$ cat config.mk
export PLATFORM = sky130hd
export DESIGN_NAME = tx_pattern_gen_utility
export DESIGN_NICKNAME = d
export VERILOG_FILES = /design/src/rtl/tx_pattern_gen_utility_pkg.sv /design/src/rtl/tx_pattern_gen_utility_prbs7.sv /design/src/rtl/tx_pattern_gen_utility.sv
export SDC_FILE = /design/constraint.sdc
export NUM_CORES = 1
export LEC_CHECK = 0
export BUFFER_PORTS_ARGS = -buffer_cell sky130_fd_sc_hd__buf_2
export CAP_MARGIN = 20
export CELL_PAD_IN_SITES_DETAIL_PLACEMENT = 2
export CELL_PAD_IN_SITES_GLOBAL_PLACEMENT = 2
export CORE_UTILIZATION = 36
export CTS_CLUSTER_SIZE = 12
export DETAILED_ROUTE_END_ITERATION = 10
export GPL_TIMING_DRIVEN = 0
export PLACE_DENSITY_LB_ADDON = 0.12
export RECOVER_POWER = 50
export SYNTH_ARGS = -nofsm -noshare
export SYNTH_HDL_FRONTEND = slang
export SYNTH_SLANG_ARGS = --single-unit
export TNS_END_PERCENT = 50
$ cat constraint.sdc
create_clock -name clk160 -period 3 [get_ports clk160]
set_input_delay 0.3 -clock clk160 [delete_from_list [all_inputs] [get_ports clk160]]
set_output_delay 0.3 -clock clk160 [all_outputs]
set_load 0.01 [all_outputs]
$ cat src/rtl/tx_pattern_gen_utility_pkg.sv
// Shared definitions for the transmit training-pattern generator.
//   - pattern mode codes as seen on pattern_mode
//   - sequencer state encoding
//   - the 8'hAA preamble / clock-pattern word and the injection mask helper
package tx_pattern_gen_utility_pkg;

  localparam logic [2:0] MODE_FIXED = 3'd0;
  localparam logic [2:0] MODE_PRBS7 = 3'd1;
  localparam logic [2:0] MODE_COUNT = 3'd2;
  localparam logic [2:0] MODE_CLOCK = 3'd3;

  // Alternating 1/0 on the wire: every bit boundary is a transition.
  localparam logic [7:0] PREAMBLE_WORD = 8'hAA;

  typedef enum logic [1:0] {
    StIdle,
    StPreamble,
    StRun,
    StDone
  } state_e;

  function automatic logic [7:0] flip_mask(input logic [2:0] sel);
    return 8'h01 << sel;
  endfunction

endpackage

$ cat src/rtl/tx_pattern_gen_utility_prbs7.sv
// 8-bit parallel PRBS7 (x^7 + x^6 + 1) word generator.
//   clk160                     word clock
//   totalCounterResetb_manual  asynchronous active-low reset (state = PRBS_SEED)
//   load                       reload PRBS_SEED
//   advance                    step the LFSR by eight bits
//   word                       next word to send; bit 0 is the first serial bit
module prbs7_word_gen_utility #(
  parameter logic [6:0] PRBS_SEED = 7'h7F
) (
  input  logic       clk160,
  input  logic       totalCounterResetb_manual,
  input  logic       load,
  input  logic       advance,
  output logic [7:0] word
);

  logic [6:0] lfsr_q;
  logic [6:0] lfsr_d;
  logic [6:0] walk;

  // Eight serial steps unrolled; an all-zero state is treated as the seed so the
  // output never locks up even before the register itself is repaired.
  always_comb begin
    walk = (lfsr_q == 7'd0) ? PRBS_SEED : lfsr_q;
    word = 8'h00;
    for (int i = 0; i < 8; i++) begin
      word[i] = walk[6] ^ walk[5];
      walk    = {walk[5:0], word[i]};
    end
  end

  always_comb begin
    lfsr_d = lfsr_q;
    if (load || (lfsr_q == 7'd0)) begin
      lfsr_d = PRBS_SEED;
    end else if (advance) begin
      lfsr_d = walk;
    end
  end

  always_ff @(posedge clk160 or negedge totalCounterResetb_manual) begin
    if (!totalCounterResetb_manual) begin
      lfsr_q <= PRBS_SEED;
    end else begin
      lfsr_q <= lfsr_d;
    end
  end

endmodule

$ cat src/rtl/tx_pattern_gen_utility.sv
// Transmit-side training-pattern generator for the 8-bit clk160 link.
// Sends PREAMBLE_WORDS words of 8'hAA, then a selected pattern either
// continuously or for burst_len accepted words, with optional single-bit
// error injection.
//   clk160, totalCounterResetb_manual  clock / async active-low reset
//   enable            rising edge starts a sequence, low aborts
//   pattern_mode      0 fixed, 1 PRBS7, 2 counter, 3 clock, 4-7 PRBS7
//   fixed_word        word for mode 0 (tracked live)
//   burst_len         RUN words per sequence, 0 = continuous
//   tx_ready          serializer accepts a word this cycle
//   inject_error      slow-domain request, rising edge = one injection
//   inject_bit_sel    bit inverted on injection
//   tx_word/tx_valid  registered word to serializer
//   busy, done        sequencer active / one-cycle burst completion
//   word_counter, injected_counter  saturating statistics
module tx_pattern_gen_utility
  import tx_pattern_gen_utility_pkg::*;
#(
  parameter int unsigned PREAMBLE_WORDS = 32,
  parameter logic [6:0]  PRBS_SEED      = 7'h7F,
  parameter int unsigned COUNT_WIDTH    = 32
) (
  input  logic                   clk160,
  input  logic                   totalCounterResetb_manual,
  input  logic                   enable,
  input  logic [2:0]             pattern_mode,
  input  logic [7:0]             fixed_word,
  input  logic [15:0]            burst_len,
  input  logic                   tx_ready,
  input  logic                   inject_error,
  input  logic [2:0]             inject_bit_sel,
  output logic [7:0]             tx_word,
  output logic                   tx_valid,
  output logic                   busy,
  output logic                   done,
  output logic [COUNT_WIDTH-1:0] word_counter,
  output logic [COUNT_WIDTH-1:0] injected_counter
);

  localparam int unsigned PreCntW = $clog2(PREAMBLE_WORDS + 1);

  state_e                 state_q, state_d;
  logic                   enable_q;
  logic [2:0]             mode_q, mode_d;
  logic [15:0]            blen_q, blen_d;
  logic [PreCntW-1:0]     pre_cnt_q, pre_cnt_d;
  logic [15:0]            run_cnt_q, run_cnt_d;
  logic [7:0]             count_pat_q, count_pat_d;
  logic [2:0]             sync_q;
  logic                   pending_q, pending_d;
  logic [7:0]             tx_word_q, tx_word_d;
  logic                   tx_valid_q, tx_valid_d;
  logic                   done_q, done_d;
  logic [COUNT_WIDTH-1:0] word_cnt_q, word_cnt_d;
  logic [COUNT_WIDTH-1:0] inj_cnt_q, inj_cnt_d;

  logic       start;
  logic       accept;
  logic       inj_req;
  logic       prbs_load;
  logic [7:0] prbs_word;
  logic [7:0] pat_word;

  prbs7_word_gen_utility #(
    .PRBS_SEED(PRBS_SEED)
  ) u_prbs (
    .clk160                   (clk160),
    .totalCounterResetb_manual(totalCounterResetb_manual),
    .load                     (prbs_load),
    .advance                  (accept),
    .word                     (prbs_word)
  );

  assign start   = enable & ~enable_q;
  // Oldest two samples low, newest high: one request per slow-domain rising edge.
  assign inj_req = (sync_q == 3'b001);

  always_comb begin
    case (mode_q)
      MODE_FIXED: pat_word = fixed_word;
      MODE_COUNT: pat_word = count_pat_q;
      MODE_CLOCK: pat_word = PREAMBLE_WORD;
      default:    pat_word = prbs_word;
    endcase
  end

  always_comb begin
    state_d     = state_q;
    mode_d      = mode_q;
    blen_d      = blen_q;
    pre_cnt_d   = pre_cnt_q;
    run_cnt_d   = run_cnt_q;
    count_pat_d = count_pat_q;
    tx_word_d   = tx_word_q;
    tx_valid_d  = 1'b0;
    done_d      = 1'b0;
    prbs_load   = 1'b0;
    accept      = 1'b0;

    unique case (state_q)
      StIdle: begin
        tx_word_d = 8'h00;
        if (start) begin
          state_d     = StPreamble;
          mode_d      = pattern_mode;
          blen_d      = burst_len;
          pre_cnt_d   = '0;
          run_cnt_d   = 16'd0;
          count_pat_d = 8'h00;
          prbs_load   = 1'b1;
        end
      end
      StPreamble: begin
        if (!enable) begin
          state_d   = StIdle;
          tx_word_d = 8'h00;
        end else begin
          tx_word_d  = PREAMBLE_WORD;
          tx_valid_d = 1'b1;
          if (tx_ready) begin
            pre_cnt_d = pre_cnt_q + PreCntW'(1);
            if (pre_cnt_q == PreCntW'(PREAMBLE_WORDS - 1)) begin
              state_d = StRun;
            end
          end
        end
      end
      StRun: begin
        if (!enable) begin
          state_d   = StIdle;
          tx_word_d = 8'h00;
        end else begin
          tx_valid_d = 1'b1;
          // Stalled cycles leave tx_word and all generator state untouched.
          if (tx_ready) begin
            accept      = 1'b1;
            tx_word_d   = pending_q ? (pat_word ^ flip_mask(inject_bit_sel)) : pat_word;
            count_pat_d = count_pat_q + 8'd1;
            run_cnt_d   = run_cnt_q + 16'd1;
            if ((blen_q != 16'd0) && (run_cnt_q == blen_q - 16'd1)) begin
              state_d = StDone;
            end
          end
        end
      end
      StDone: begin
        tx_word_d = 8'h00;
        done_d    = 1'b1;
        state_d   = StIdle;
      end
    endcase
  end

  // Injection bookkeeping and saturating statistics.
  always_comb begin
    pending_d  = pending_q;
    word_cnt_d = word_cnt_q;
    inj_cnt_d  = inj_cnt_q;
    if (state_q != StRun) begin
      pending_d = 1'b0;
    end else if (accept && pending_q) begin
      // A request arriving as the injected word goes out merges into it.
      pending_d = 1'b0;
    end else if (inj_req) begin
      pending_d = 1'b1;
    end
    if (accept && (word_cnt_q != '1)) begin
      word_cnt_d = word_cnt_q + COUNT_WIDTH'(1);
    end
    if (accept && pending_q && (inj_cnt_q != '1)) begin
      inj_cnt_d = inj_cnt_q + COUNT_WIDTH'(1);
    end
  end

  always_ff @(posedge clk160 or negedge totalCounterResetb_manual) begin
    if (!totalCounterResetb_manual) begin
      state_q     <= StIdle;
      enable_q    <= 1'b0;
      mode_q      <= MODE_FIXED;
      blen_q      <= 16'd0;
      pre_cnt_q   <= '0;
      run_cnt_q   <= 16'd0;
      count_pat_q <= 8'h00;
      sync_q      <= 3'b000;
      pending_q   <= 1'b0;
      tx_word_q   <= 8'h00;
      tx_valid_q  <= 1'b0;
      done_q      <= 1'b0;
      word_cnt_q  <= '0;
      inj_cnt_q   <= '0;
    end else begin
      state_q     <= state_d;
      enable_q    <= enable;
      mode_q      <= mode_d;
      blen_q      <= blen_d;
      pre_cnt_q   <= pre_cnt_d;
      run_cnt_q   <= run_cnt_d;
      count_pat_q <= count_pat_d;
      sync_q      <= {sync_q[1:0], inject_error};
      pending_q   <= pending_d;
      tx_word_q   <= tx_word_d;
      tx_valid_q  <= tx_valid_d;
      done_q      <= done_d;
      word_cnt_q  <= word_cnt_d;
      inj_cnt_q   <= inj_cnt_d;
    end
  end

  assign tx_word          = tx_word_q;
  assign tx_valid         = tx_valid_q;
  assign busy             = (state_q != StIdle);
  assign done             = done_q;
  assign word_counter     = word_cnt_q;
  assign injected_counter = inj_cnt_q;

endmodule

==> impl_metrics.toml, run 1 <==
[outcome]
status = "complete, but fails checks"
violations = "max-capacitance violations, max-slew violations"

[finish]
nets = 915
area_growth_pct = 21.03
fin_area_um2 = 8877
multiInputGateArea_um2 = 3760
fillCellCount = 2114
regArea_um2 = 3437
antenna-diode-count = 0
post-route-util = 0.4502
drive_above_1_share = 0.1591

[routing]
post_drt_wl_per_cell_um = 19.68
dr.first_iter.drc_count = 200
route.vias.total = 6198
vias_per_cell = 5.413
wirelength_mm = 22.54
ant_nets = 0
drtPass1Iterations = 4
drc = 0

[floorplanning]
start_util = 0.3720
die_w_um = 144.7
core_um2 = 19720
fp-row-count = 51
die-area_um2 = 20950
fp.dieH_um = 144.7
ios = 110

[sta]
skew_ns = 0.008696
period_minus_slack_ns = 2.857
fmax_mhz = 350.0
hold_viol = 0
worstMarginPinSlew_ns = 1.669
relSlewSlack = -0.1125
tns_ns = 0
period_share = 0.9524
setup_ws_ns = 0.1428
setup_violations = 0
hold_ws_ns = 0.05806
report.final.slew_viol_count = 60

[logic_synthesis]
ys.flop_type = "dfrtp_1"
yosysWarnings = 0
synth_area_um2 = 7335
synth_nets = 780
syn_inst = 732
synth_edf_count = 0
synth.distinct_cells = 62
synth_async_sr_flop_share = 1.000
avgSynthCellArea_um2 = 10.02
synth_seq_area_share = 0.4686
synth-seq-cells = 137

[clock_network]
clock_latency_ns = 0.42
cts_buffers = 17
clk_pin_slew_worst_paths_ns = 0.06
h-tree-depth = 4
clk_path_buf_depth = 2
cts_tree = "yes"
cts_root_buffer = "clkbuf_16"
cts.sinks = 137

[setup_path]
start_kind = "register"
cp_max_fo = 7
crit_type = "reg -> reg"
cp.arrival_ns = 3.20
critical_path.max_stage_delay_ns = 0.78
cp_slowest_cell = "nor4_1"
end_kind = "register"
crit_chain = "nor4_1, nand3_1, o211ai_1, o221ai_2, a2111oi_4, buf_4, mux2_4, o211ai_2"
crit_required_ns = 3.34

[pwr]
power_density_nw_per_um2 = 766.4
p_leak_uw = 0.003860
ir_drop_mv = 0.3406

[grt]
antenna_found_initial = 0
grt-ovfl-total = 0
grt_pass1_wl_mm = 36.18
grtUsageTotal = 0.2262
first_global_vias = 6845
grt_max_degree = 79

[run]
drv_cap = 1

[placed_design]
port_buffers = 108
place_area_um2 = 8245
dp.final_hpwl_mm = 16.02
place_worst_setup_slack_ns = -0.2323
gp_congestion = 0.8259

[hold_path]
hold_path.class = "in -> reg"
per-stage QoR:
step | instances | total power, uW
2_1_floorplan | 732 | 3876
3_3_place_gp | 1105 | 4400
3_5_place_dp | 1107 | 4554
4_1_cts | 1141 | 6827
5_1_grt | 1145 | 7200
6_report | 1145 | 6804
flip-flops by register name, summed over array words and instances (netlist names):
register,flops
blen_q,16
state_q,2
run_cnt_q,16
sync_q,3
enable_q,1
pre_cnt_q,6
word_counter,32
tx_word,8
tx_valid,1
count_pat_q,8
u_prbs.lfsr_q,7
injected_counter,32
done,1
mode_q,3
pending_q,1
synthesized netlist by cell type (2+ instances only):
master | number | area [um2]
dfrtp_1 | 130 | 3253
xnor2_1 | 73 | 639.4
nand2_1 | 71 | 266.5
nor2_1 | 57 | 214.0
nand3_1 | 41 | 205.2
xor2_1 | 31 | 271.5
nand4_1 | 29 | 181.4
inv_1 | 25 | 93.84
mux2_2 | 25 | 281.5
a21oi_1 | 19 | 95.09
clkbuf_1 | 19 | 71.32
o21ai_0 | 17 | 85.08
and3_1 | 14 | 87.58
and4_1 | 13 | 113.9
ha_1 | 13 | 162.7
nor2b_1 | 13 | 81.33
nor3_1 | 13 | 65.06
and2_1 | 11 | 68.82
o22ai_1 | 9 | 56.30
o211ai_1 | 8 | 60.06
dfstp_2 | 7 | 183.9
mux2i_1 | 7 | 70.07
nor4_1 | 7 | 43.79
a22o_1 | 6 | 52.55
or3_1 | 6 | 37.54
nand4b_1 | 5 | 43.79
nor3b_1 | 5 | 37.54
a211oi_1 | 4 | 30.03
nand2b_1 | 4 | 25.02
buf_2 | 3 | 15.01
o32a_1 | 3 | 30.03
o32ai_1 | 3 | 26.28
or2_1 | 3 | 18.77
a21o_1 | 2 | 15.01
a31oi_1 | 2 | 12.51
buf_1 | 2 | 7.510
nand3b_1 | 2 | 15.01
nor4b_1 | 2 | 17.52
o2111ai_1 | 2 | 17.52
o221ai_1 | 2 | 17.52
or2_2 | 2 | 12.51
or4_1 | 2 | 15.01
final timing paths:
check | start | endpoint | slack, ns | depth (start not counted)
max | blen_q[8]$_DFFE_PN0P_ | state_q[1]$_DFFE_PN0P_ | 0.14 | 8
min | enable | enable_q$_DFF_PN0_ | 0.06 | 1
max reg2reg | blen_q[8]$_DFFE_PN0P_ | state_q[1]$_DFFE_PN0P_ | 0.14 | 8
min reg2reg | sync_q[0]$_DFF_PN0_ | sync_q[1]$_DFF_PN0_ | 0.39 | 0
max in group asynchronous | totalCounterResetb_manual | u_prbs.lfsr_q[5]$_DFFE_PN1P_ | 0.97 | 3
min in group asynchronous | totalCounterResetb_manual | blen_q[6]$_DFFE_PN0P_ | 0.87 | 2
layer usage:
| metal | share of wire | global-route usage | vias up |
|---|---|---|---|
| li1 | - | - | 2866 |
| met1 | 0.42 | 0.2611 | 3215 |
| met2 | 0.54 | 0.4238 | 104 |
| met3 | 0.030 | 0.04574 | 13 |
| met4 | 0.010 | 0.05485 | 0 |
| met5 | 0 | 0 | - |
power by group:
| part | switching [uW] | total (uW) | internal, uW |
|---|---|---|---|
| clock | 906 | 2170 | 1270 |
| combinational | 1260 | 2150 | 881 |
| sequential | 339 | 2480 | 2150 |
| total | 2510 | 6800 | 4290 |
layout make-up:
type | instances | area share
Inverter | 25 | 0.01057
Multi-Input combinational cell | 545 | 0.4235
Buffer | 25 | 0.01240
Sequential cell | 137 | 0.3872
Tap cell | 265 | 0.03735
Clock buffer | 18 | 0.04947
Timing Repair Buffer | 116 | 0.06145
Clock inverter | 14 | 0.01804
cell usage in the layout, fill, tap and decap left out, types with 8 or more instances in the layout:
cell type / n
a21oi_1: 18
and2_1: 11
and3_1: 14
and4_1: 13
buf_2: 48
clkbuf_1: 79
clkbuf_16: 17
dfrtp_1: 130
ha_1: 13
inv_1: 25
mux2_2: 25
nand2_1: 71
nand3_1: 40
nand4_1: 29
nor2_1: 56
nor2b_1: 13
nor3_1: 11
o211ai_1: 8
o21ai_0: 17
o22ai_1: 9
xnor2_1: 73
xor2_1: 31
kinds of logic after synthesis:
kind of cell    after synthesis  share of synthesized area
compound gates               91                    0.09007
xor+xnor                    104                     0.1242
fa+ha+maj                    13                    0.02218
buf+inv                      50                    0.02712
flops                       137                     0.4686
mux                          34                    0.05152
simple gates                303                     0.2163
repair_timing:
item,in CTS,in global routing
pin swaps,0,1
hold endpoints to repair,60,0
hold buffers,2,0
setup endpoints to repair,15,27
gates cloned,0,0
setup buffers,0,4
resized for setup,6,8
critical path, delay by kind of cell, from the launching register on:
family	cells	cell delay, ns
DFF	1	0.46
and+or+nand+nor	2	0.96
AOI/OAI and AO/OA	4	0.87
muxes	1	0.31
buffers and inverters	1	0.18
No activity file was read; power rests on OpenSTA's default activity.
==> run 2: changes to the inputs <==
REMOVE_ABC_BUFFERS = 1   (was not set)
==> run 2 against run 1 <==
  * The flow still finishes with violations (max-capacitance violations, max-slew violations)
  * Final area shrank 1.1%
  * Worst setup slack gained 0.062 ns
  * Clock power hardly changed
  * Register-to-register slack improved by 0.06 ns
  * Sequential share of layout area up 0.44 points
  * Cell count decreased by 2.2%
  * Clock-buffer cell count did not move
  * Sequential cell count did not move
  * Sequential power grew 3%
  * Clock skew rose by 0.0016 ns
  * Worst hold slack gained 0.044 ns
  * Critical path type unchanged
  * Largest power group unchanged
==> impl_metrics.toml, run 2 (synthesis gave the netlist of run 1 again) <==
[finish]
layout_commonest_cell = "dfrtp_1"
drive_above_1_share = 0.1602
post-route-util = 0.4451
fillCellCount = 2096
area_growth_pct = 19.67
final_cell_mix = "dfrtp_1, xnor2_1, nand2_1"
antenna-diode-count = 0
nets = 890

[setup_path]
crit_type = "reg -> reg"
start_kind = "register"
crit_required_ns = 3.34
cp.arrival_ns = 3.13
end_kind = "register"
cp_max_fo = 10

[sta]
relSlewSlack = -0.004676
hold_ws_ns = 0.1020
setup_violations = 0
hold_viol = 0
skew_ns = 0.01031
fmax_mhz = 357.8
period_share = 0.9316
period_minus_slack_ns = 2.795
worstMarginPinSlew_ns = 1.507
rsz0062_at_grt = "false"
report.final.slew_viol_count = 56

[grt]
grt_max_degree = 82
antenna_found_initial = 0
grtUsageTotal = 0.2113
grt-ovfl-total = 0
grt_pass1_wl_mm = 34.27
first_global_vias = 6670

[floorplanning]
fp.dieH_um = 144.7
start_util = 0.3720
ios = 110
fp-row-count = 51
core_um2 = 19720
die_w_um = 144.7
die-area_um2 = 20950

[pwr]
ir_drop_mv = 0.3804
p_comb_frac = 0.296
power_density_nw_per_um2 = 763.9
clockPowerShare = 0.324
intPower_uw = 4254
p_leak_uw = 0.003807
switching_share = 0.3656
p_seq_frac = 0.380
p_sw_uw = 2451

[clock_network]
cts_root_buffer = "clkbuf_16"
clock_latency_ns = 0.43
clk_path_buf_depth = 2
clk_pin_slew_worst_paths_ns = 0.07
h-tree-depth = 4
cts_tree = "yes"
cts.sinks = 137
cts_buffers = 17

[routing]
drc = 0
wirelength_mm = 20.68
vias_per_cell = 5.329
dr.first_iter.drc_count = 260
ant_nets = 0
drtPass1Iterations = 4
route.vias.total = 5968
post_drt_wl_per_cell_um = 18.47

[outcome]
violations = "max-capacitance violations, max-slew violations"
status = "complete, but fails checks"

[hold_path]
hold_path.class = "in -> reg"

[placed_design]
dp.final_hpwl_mm = 14.83
gp_congestion = 0.7903
port_buffers = 109

[run]
drv_cap = 1
[run 2: cell type report]
class                           count  area [um2]  share of cell area
Clock inverter                     14       160.2             0.01825
Sequential cell                   137        3437              0.3916
Tap cell                          265       331.6             0.03778
Clock buffer                       18       439.2             0.05004
Timing Repair Buffer              116       549.3             0.06258
Inverter                           25       93.84             0.01069
Multi-Input combinational cell    545        3766              0.4291
[run 2: what timing repair did]
action | in CTS | in global routing
endpoints found under the setup margin | 65 | 27
hold buffers | 2 | 0
resized for setup | 7 | 6
hold endpoints to repair | 57 | 0
pin swaps | 0 | 0
setup buffers | 2 | 0
[run 2: worst paths after layout]
kind | startpoint | endpoint | slack [ns] | cells past startpoint
max in group asynchronous | totalCounterResetb_manual | u_prbs.lfsr_q[5]$_DFFE_PN1P_ | 1.10 | 3
worst min register to register | sync_q[0]$_DFF_PN0_ | sync_q[1]$_DFF_PN0_ | 0.38 | 0
worst max-delay path | blen_q[0]$_DFFE_PN0P_ | state_q[1]$_DFFE_PN0P_ | 0.21 | 10
min in group asynchronous | totalCounterResetb_manual | blen_q[7]$_DFFE_PN0P_ | 0.79 | 2
worst min-delay path | burst_len[5] | blen_q[5]$_DFFE_PN0P_ | 0.10 | 2
worst max register to register | blen_q[0]$_DFFE_PN0P_ | state_q[1]$_DFFE_PN0P_ | 0.21 | 10
[run 2: critical path, stage by stage, from the launching register on]
cell       delay (ns)
dfrtp_1          0.44
inv_1            0.09
ha_2             0.32
nor4b_4          0.23
buf_4            0.20
nand3_1          0.09
o211ai_1         0.32
o221ai_1         0.26
a2111oi_4        0.32
mux2_4           0.35
o211ai_2         0.07
[run 2: layer usage]
layer,track usage,up-vias,routed length (um),share of wire
li1,-,2817,-,-
met2,0.3760,77,10730,0.52
met1,0.2566,3054,9120,0.44
met5,0,-,0,0
met3,0.04146,20,582,0.028
met4,0.06371,0,249,0.012
[run 2: power groups by stage]
stage / Clock, uW / Combinational [uW] / Sequential (uW)
final: 2170 / 1990 / 2550
after global routing: 2290 / 2220 / 2610
after CTS: 2220 / 2000 / 2540
after detailed placement: 0 / 1930 / 2560
after global placement: 0 / 1800 / 2530
after floorplan: 0 / 1360 / 2450
[run 2: metrics by stage]
stage | std cells | instance area, um2 | TNS, ns | setup WS, ns | power, uW
after global placement | 1081 | 8107 | -67.79 | -0.6717 | 4324
after detailed placement | 1084 | 8158 | -18.13 | -0.7081 | 4491
after CTS | 1120 | 8825 | 0 | 0.02411 | 6758
after floorplan | 707 | 7229 | 0 | 0.2732 | 3815
after global routing | 1120 | 8777 | 0 | 0.008665 | 7106
final | 1120 | 8777 | 0 | 0.2051 | 6705
